## src/rtl/moving_average_mc.sv

```systemverilog
// Multi-channel boxcar moving average over the last 2^win_pow samples of each channel.
// Per-channel ring/sum/fill state updates in the accept cycle; the result is registered one cycle later.
module moving_average_mc #(
    parameter int DATA_W  = 16,
    parameter int NUM_CH  = 4,
    parameter int MAX_POW = 4,
    parameter int CH_W    = (NUM_CH > 1) ? $clog2(NUM_CH) : 1,
    parameter int POW_W   = $clog2(MAX_POW + 1)
) (
    input  logic              clk,
    input  logic              rst,
    input  logic              enable,
    input  logic              clear,
    input  logic [POW_W-1:0]  win_pow,
    input  logic [DATA_W-1:0] sample_in,
    input  logic [CH_W-1:0]   sample_in_ch,
    input  logic              sample_in_valid,
    output logic [DATA_W-1:0] sample_out,
    output logic [CH_W-1:0]   sample_out_ch,
    output logic              sample_out_valid,
    output logic              sample_out_primed
);

    localparam int DEPTH = 1 << MAX_POW;
    localparam int SUM_W = DATA_W + MAX_POW + 1;

    logic [DATA_W-1:0]       ring_q [NUM_CH][DEPTH];
    logic signed [SUM_W-1:0] sum_q  [NUM_CH];
    logic [MAX_POW-1:0]      ptr_q  [NUM_CH];
    logic [MAX_POW:0]        fill_q [NUM_CH];
    logic [POW_W-1:0]        pow_q;

    logic [DATA_W-1:0]       out_q;
    logic [CH_W-1:0]         out_ch_q;
    logic                    out_valid_q;
    logic                    out_primed_q;

    logic [POW_W-1:0]        pow_eff;
    logic                    flush;
    logic                    accept;
    logic [MAX_POW:0]        win_w;
    logic [MAX_POW-1:0]      ptr_base;
    logic [MAX_POW-1:0]      old_idx;
    logic [MAX_POW-1:0]      ptr_d;
    logic [MAX_POW:0]        fill_base;
    logic [MAX_POW:0]        fill_d;
    logic [DATA_W-1:0]       old_val;
    logic signed [SUM_W-1:0] sum_base;
    logic signed [SUM_W-1:0] old_ext;
    logic signed [SUM_W-1:0] in_ext;
    logic signed [SUM_W-1:0] sum_d;
    logic signed [SUM_W-1:0] rnd;
    logic signed [SUM_W-1:0] mean;
    logic [DATA_W-1:0]       out_d;
    logic                    primed_d;

    always_comb begin
        pow_eff   = (win_pow > POW_W'(MAX_POW)) ? POW_W'(MAX_POW) : win_pow;
        flush     = clear || (pow_eff != pow_q);
        accept    = sample_in_valid && (32'(sample_in_ch) < 32'(NUM_CH));
        win_w     = (MAX_POW + 1)'(1) << pow_eff;

        // A flush in this cycle means the accepted sample sees an all-zero channel state.
        ptr_base  = flush ? '0 : ptr_q[sample_in_ch];
        fill_base = flush ? '0 : fill_q[sample_in_ch];
        sum_base  = flush ? '0 : sum_q[sample_in_ch];
        old_idx   = ptr_base - win_w[MAX_POW-1:0];
        old_val   = flush ? '0 : ring_q[sample_in_ch][old_idx];

        old_ext   = {{(SUM_W - DATA_W){old_val[DATA_W-1]}}, old_val};
        in_ext    = {{(SUM_W - DATA_W){sample_in[DATA_W-1]}}, sample_in};
        sum_d     = sum_base - old_ext + in_ext;
        ptr_d     = ptr_base + 1'b1;
        fill_d    = (fill_base == (MAX_POW + 1)'(DEPTH)) ? fill_base : fill_base + 1'b1;
        primed_d  = (fill_d >= win_w);

        rnd       = (pow_eff == '0) ? '0 : SUM_W'(1) << (pow_eff - 1'b1);
        mean      = (sum_d + rnd) >>> pow_eff;
        out_d     = (enable && (pow_eff != '0)) ? mean[DATA_W-1:0] : sample_in;
    end

    always_ff @(posedge clk or negedge rst) begin
        if (!rst) begin
            for (int unsigned c = 0; c < NUM_CH; c++) begin
                for (int unsigned d = 0; d < DEPTH; d++) begin
                    ring_q[c][d] <= '0;
                end
                sum_q[c]  <= '0;
                ptr_q[c]  <= '0;
                fill_q[c] <= '0;
            end
            pow_q        <= '0;
            out_q        <= '0;
            out_ch_q     <= '0;
            out_valid_q  <= 1'b0;
            out_primed_q <= 1'b0;
        end else begin
            pow_q <= pow_eff;
            if (flush) begin
                for (int unsigned c = 0; c < NUM_CH; c++) begin
                    for (int unsigned d = 0; d < DEPTH; d++) begin
                        ring_q[c][d] <= '0;
                    end
                    sum_q[c]  <= '0;
                    ptr_q[c]  <= '0;
                    fill_q[c] <= '0;
                end
            end
            // Later assignments override the flush for the accepted channel.
            if (accept) begin
                ring_q[sample_in_ch][ptr_base] <= sample_in;
                sum_q[sample_in_ch]            <= sum_d;
                ptr_q[sample_in_ch]            <= ptr_d;
                fill_q[sample_in_ch]           <= fill_d;
                out_q                          <= out_d;
                out_ch_q                       <= sample_in_ch;
                out_primed_q                   <= primed_d;
            end
            out_valid_q <= accept;
        end
    end

    assign sample_out        = out_q;
    assign sample_out_ch     = out_ch_q;
    assign sample_out_valid  = out_valid_q;
    assign sample_out_primed = out_primed_q;

endmodule

```

## config.mk

```make
export PLATFORM = sky130hd
export DESIGN_NAME = moving_average_mc
export DESIGN_NICKNAME = d
export VERILOG_FILES = /design/src/rtl/moving_average_mc.sv
export SDC_FILE = /design/constraint.sdc
export NUM_CORES = 2
export LEC_CHECK = 0
export ABC_AREA = 1
export CORE_MARGIN = 8
export CORE_UTILIZATION = 60
export CTS_BUF_LIST = sky130_fd_sc_hd__clkbuf_16
export CTS_CLUSTER_SIZE = 28
export DETAILED_ROUTE_END_ITERATION = 6
export GPL_ROUTABILITY_DRIVEN = 0
export PLACE_DENSITY = 0.76
export SYNTH_ARGS = -nofsm -noshare
export SYNTH_HDL_FRONTEND = slang
export SYNTH_SLANG_ARGS = --single-unit
```

## constraint.sdc

```tcl
create_clock -name clk -period 11.12 [get_ports clk]
set_clock_uncertainty 0.05 [all_clocks]
set_input_delay 2.224 -clock clk [delete_from_list [all_inputs] [get_ports clk]]
set_output_delay 2.224 -clock clk [all_outputs]
set_load 0.01 [all_outputs]
```

==> metrics <==
WL final 170,000 µm; Synth Cell Area 0.0538 mm²; crit path max fanout 43; Clock Sinks 1,163; minimum clock period 10,570 ps; Leak 0.0252 µW; postcts setup bufs 0; EDFF count, synth 0; vias in the first global route 44,700; Vias 47,100; Worst path most repeated cell nand2_1; largest area contributor in the netlist dfrtp_1; clk_lat worst skew 740 ps; die height 316 µm; Min-Delay Path Class reg2reg; grt total ovfl 0; PD cells 165 mW/mm²; H-tree levels 3; Final Worst Setup Slack 550 ps; share of layout cells above drive strength 1 5.58%; DP HPWL 95,200 µm; critical path arrival 11,130 ps; critical path launch point type input pin; first-pass GRT wire length 264,000 µm; Avg Cell Area, Syn 9.04 µm²; DR DRC count 4; drt pass-1 iters 7; crit path capture type register; outcome finished with violations; RSZ-0062 raised after global routing no; cts bufs inserted 117; met3 GRT Util 8.15%; Slew Viols, Final 0; Fill cells 7,254; failing checks DRC; max_slew headroom 17.5%; grt met1 use 45.3%; Ports 46; synthesized netlist cell count 5,957; Clock Root Buffer clkbuf_16; final period utilization 95.1%; GR peak layer met2; Nets 5,655; sequential share of the synthesized area 54.0%; vias per inst 6.88; crit path max-delay cell type inv_1; detailed-route wire length per cell 24.8 µm; Synth top area share 54.0%; Netlist cell types 51; Max stage delay on crit path 640 ps; Initial DRC Count 7,695; PostCTS Resize Cnt 0; core area 0.0895 mm²; final setup violation count 0; most common cell after layout, fill and taps aside dfrtp_1; Longest Clk Path Bufs 3; initial core utilization 60.2%; met2 Resource Use GR 50.4%; Synth Flop Type dfrtp_1; FP Rows 110; FMAX 94.6 MHz; dpl cell area 0.0540 mm²; Req. time, crit path 11,680 ps; commonest non-fill, non-tap cells in the layout 1,163 x dfrtp_1, 1,088 x nand3_1, 1,004 x o21ai_0; Finished Cell Area 0.0578 mm²; Hold-fix buffers, CTS 0; Die W 316 µm; synthesized flop and latch total 1,163; Area Overhead vs Synth 7.43%; number of port buffers 45; gr usage total 33.4%; Reg clk slew, reported paths 60 ps; initial antenna violation count 2; number of nets with antenna violations after routing 0; largest net degree at the start of global routing 225; Peak supply drop 139 µV; CTS tree done; dpl ws -8.73 ps; Max-cap violations 0; final std cells w/o fill 6,841; largest cells by area after synthesis dfrtp_1 54%, nand3_1 10%, o21ai_0 9.3%, o22ai_1 7.4%, clkbuf_1 2.7%; fin util 64.7%; endpoints failing hold 0; critical path class in2reg; Die Area 0.0996 mm²; Yosys warnings 0; Cells after DPL 6,621; worst slew pin tran 1220 ps; asr flop ratio synth 100%
==> kinds of logic (layout without fill, tap and decap cells) <==
kind of cell	count (synthesis)	count (layout)	share of synthesized area [%]
buffers and inverters	923	627	6.85
DFF	1163	1163	54.0
AOI/OAI and AO/OA	2025	2025	21.4
other	1	5	0.00696
adders and majority gates	65	65	1.82
xor gates and xnor gates	19	19	0.344
and+or+nand+nor	1761	1761	15.5
==> cells in the mapped netlist, drive strengths merged, types with 43 or more instances <==
| library cell | instances |
|---|---|
| dfrtp | 1163 |
| nand3 | 1088 |
| nor3 | 114 |
| ha | 43 |
| o21ai | 1090 |
| o31ai | 69 |
| clkbuf | 382 |
| buf | 253 |
| a21oi | 107 |
| o22ai | 636 |
| nand2 | 320 |
| nor2 | 202 |
| inv | 282 |
| o311ai | 44 |
==> final cells by class <==
class                      count  area (µm²)  share of cell area, %
antenna                        1        2.50                0.00433
clock buffer                 117        2930                   5.06
clock inverter               102         900                   1.56
inverter                     288        1110                   1.93
multi-input combinational   3874       21100                   36.5
sequential                  1163       29100                   50.3
tap                         1176        1470                   2.54
timing repair buffer         120        1200                   2.08
==> where the power goes <==
group          internal [µW]  total, µW  switching [µW]
clock network           2220       3940            1730
logic                    325       1300             976
registers               4270       4300            21.1
==> metrics by stage <==
stage	power, µW	hold WS [ps]	setup TNS [ps]
5_1_grt	9820	478	0
4_1_cts	9520	451	0
3_3_place_gp	5610	421	0
3_5_place_dp	5620	435	-16.4
2_1_floorplan	5130	428	0
6_report	9540	453	0
==> path summary, 6_finish.rpt <==
path / slack (ps) / start / cells after the start / end
setup / recovery: 550 / win_pow[2] / 42 / sample_out[15]
hold / removal: 450 / sample_out[15] / 2 / sample_out[15]
setup reg to reg: 2750 / pow_q[2] / 39 / sample_out[15]
hold reg to reg: 450 / sample_out[15] / 2 / sample_out[15]
max in group asynchronous: 7100 / rst / 3 / ring_q[801]
min in group asynchronous: 1520 / rst / 1 / ring_q[479]
==> registers in the layout, indices dropped and copies added (netlist names) <==
| name | count |
|---|---|
| sample_out_primed | 1 |
| pow_q | 3 |
| sample_out_ch | 2 |
| ring_q | 1024 |
| sample_out_valid | 1 |
| sum_q | 80 |
| fill_q | 20 |
| ptr_q | 16 |
| sample_out | 16 |
==> layer usage <==
metal	up-vias	part of all wire, %	wire (µm)
met1	23100	39	65600
met3	559	11	18600
li1	20700	-	-
met5	-	0	0
met2	2774	45	75700
met4	0	5.8	9910
==> worst max-delay path, delay by kind of cell <==
kind / cells / cell delay (ps)
and+or+nand+nor: 20 / 2530
buffers and inverters: 9 / 2420
AOI/OAI and AO/OA: 6 / 1790
adders and majority gates: 5 / 1760
xor gates and xnor gates: 2 / 350
No activity file was read; power rests on OpenSTA's default activity.
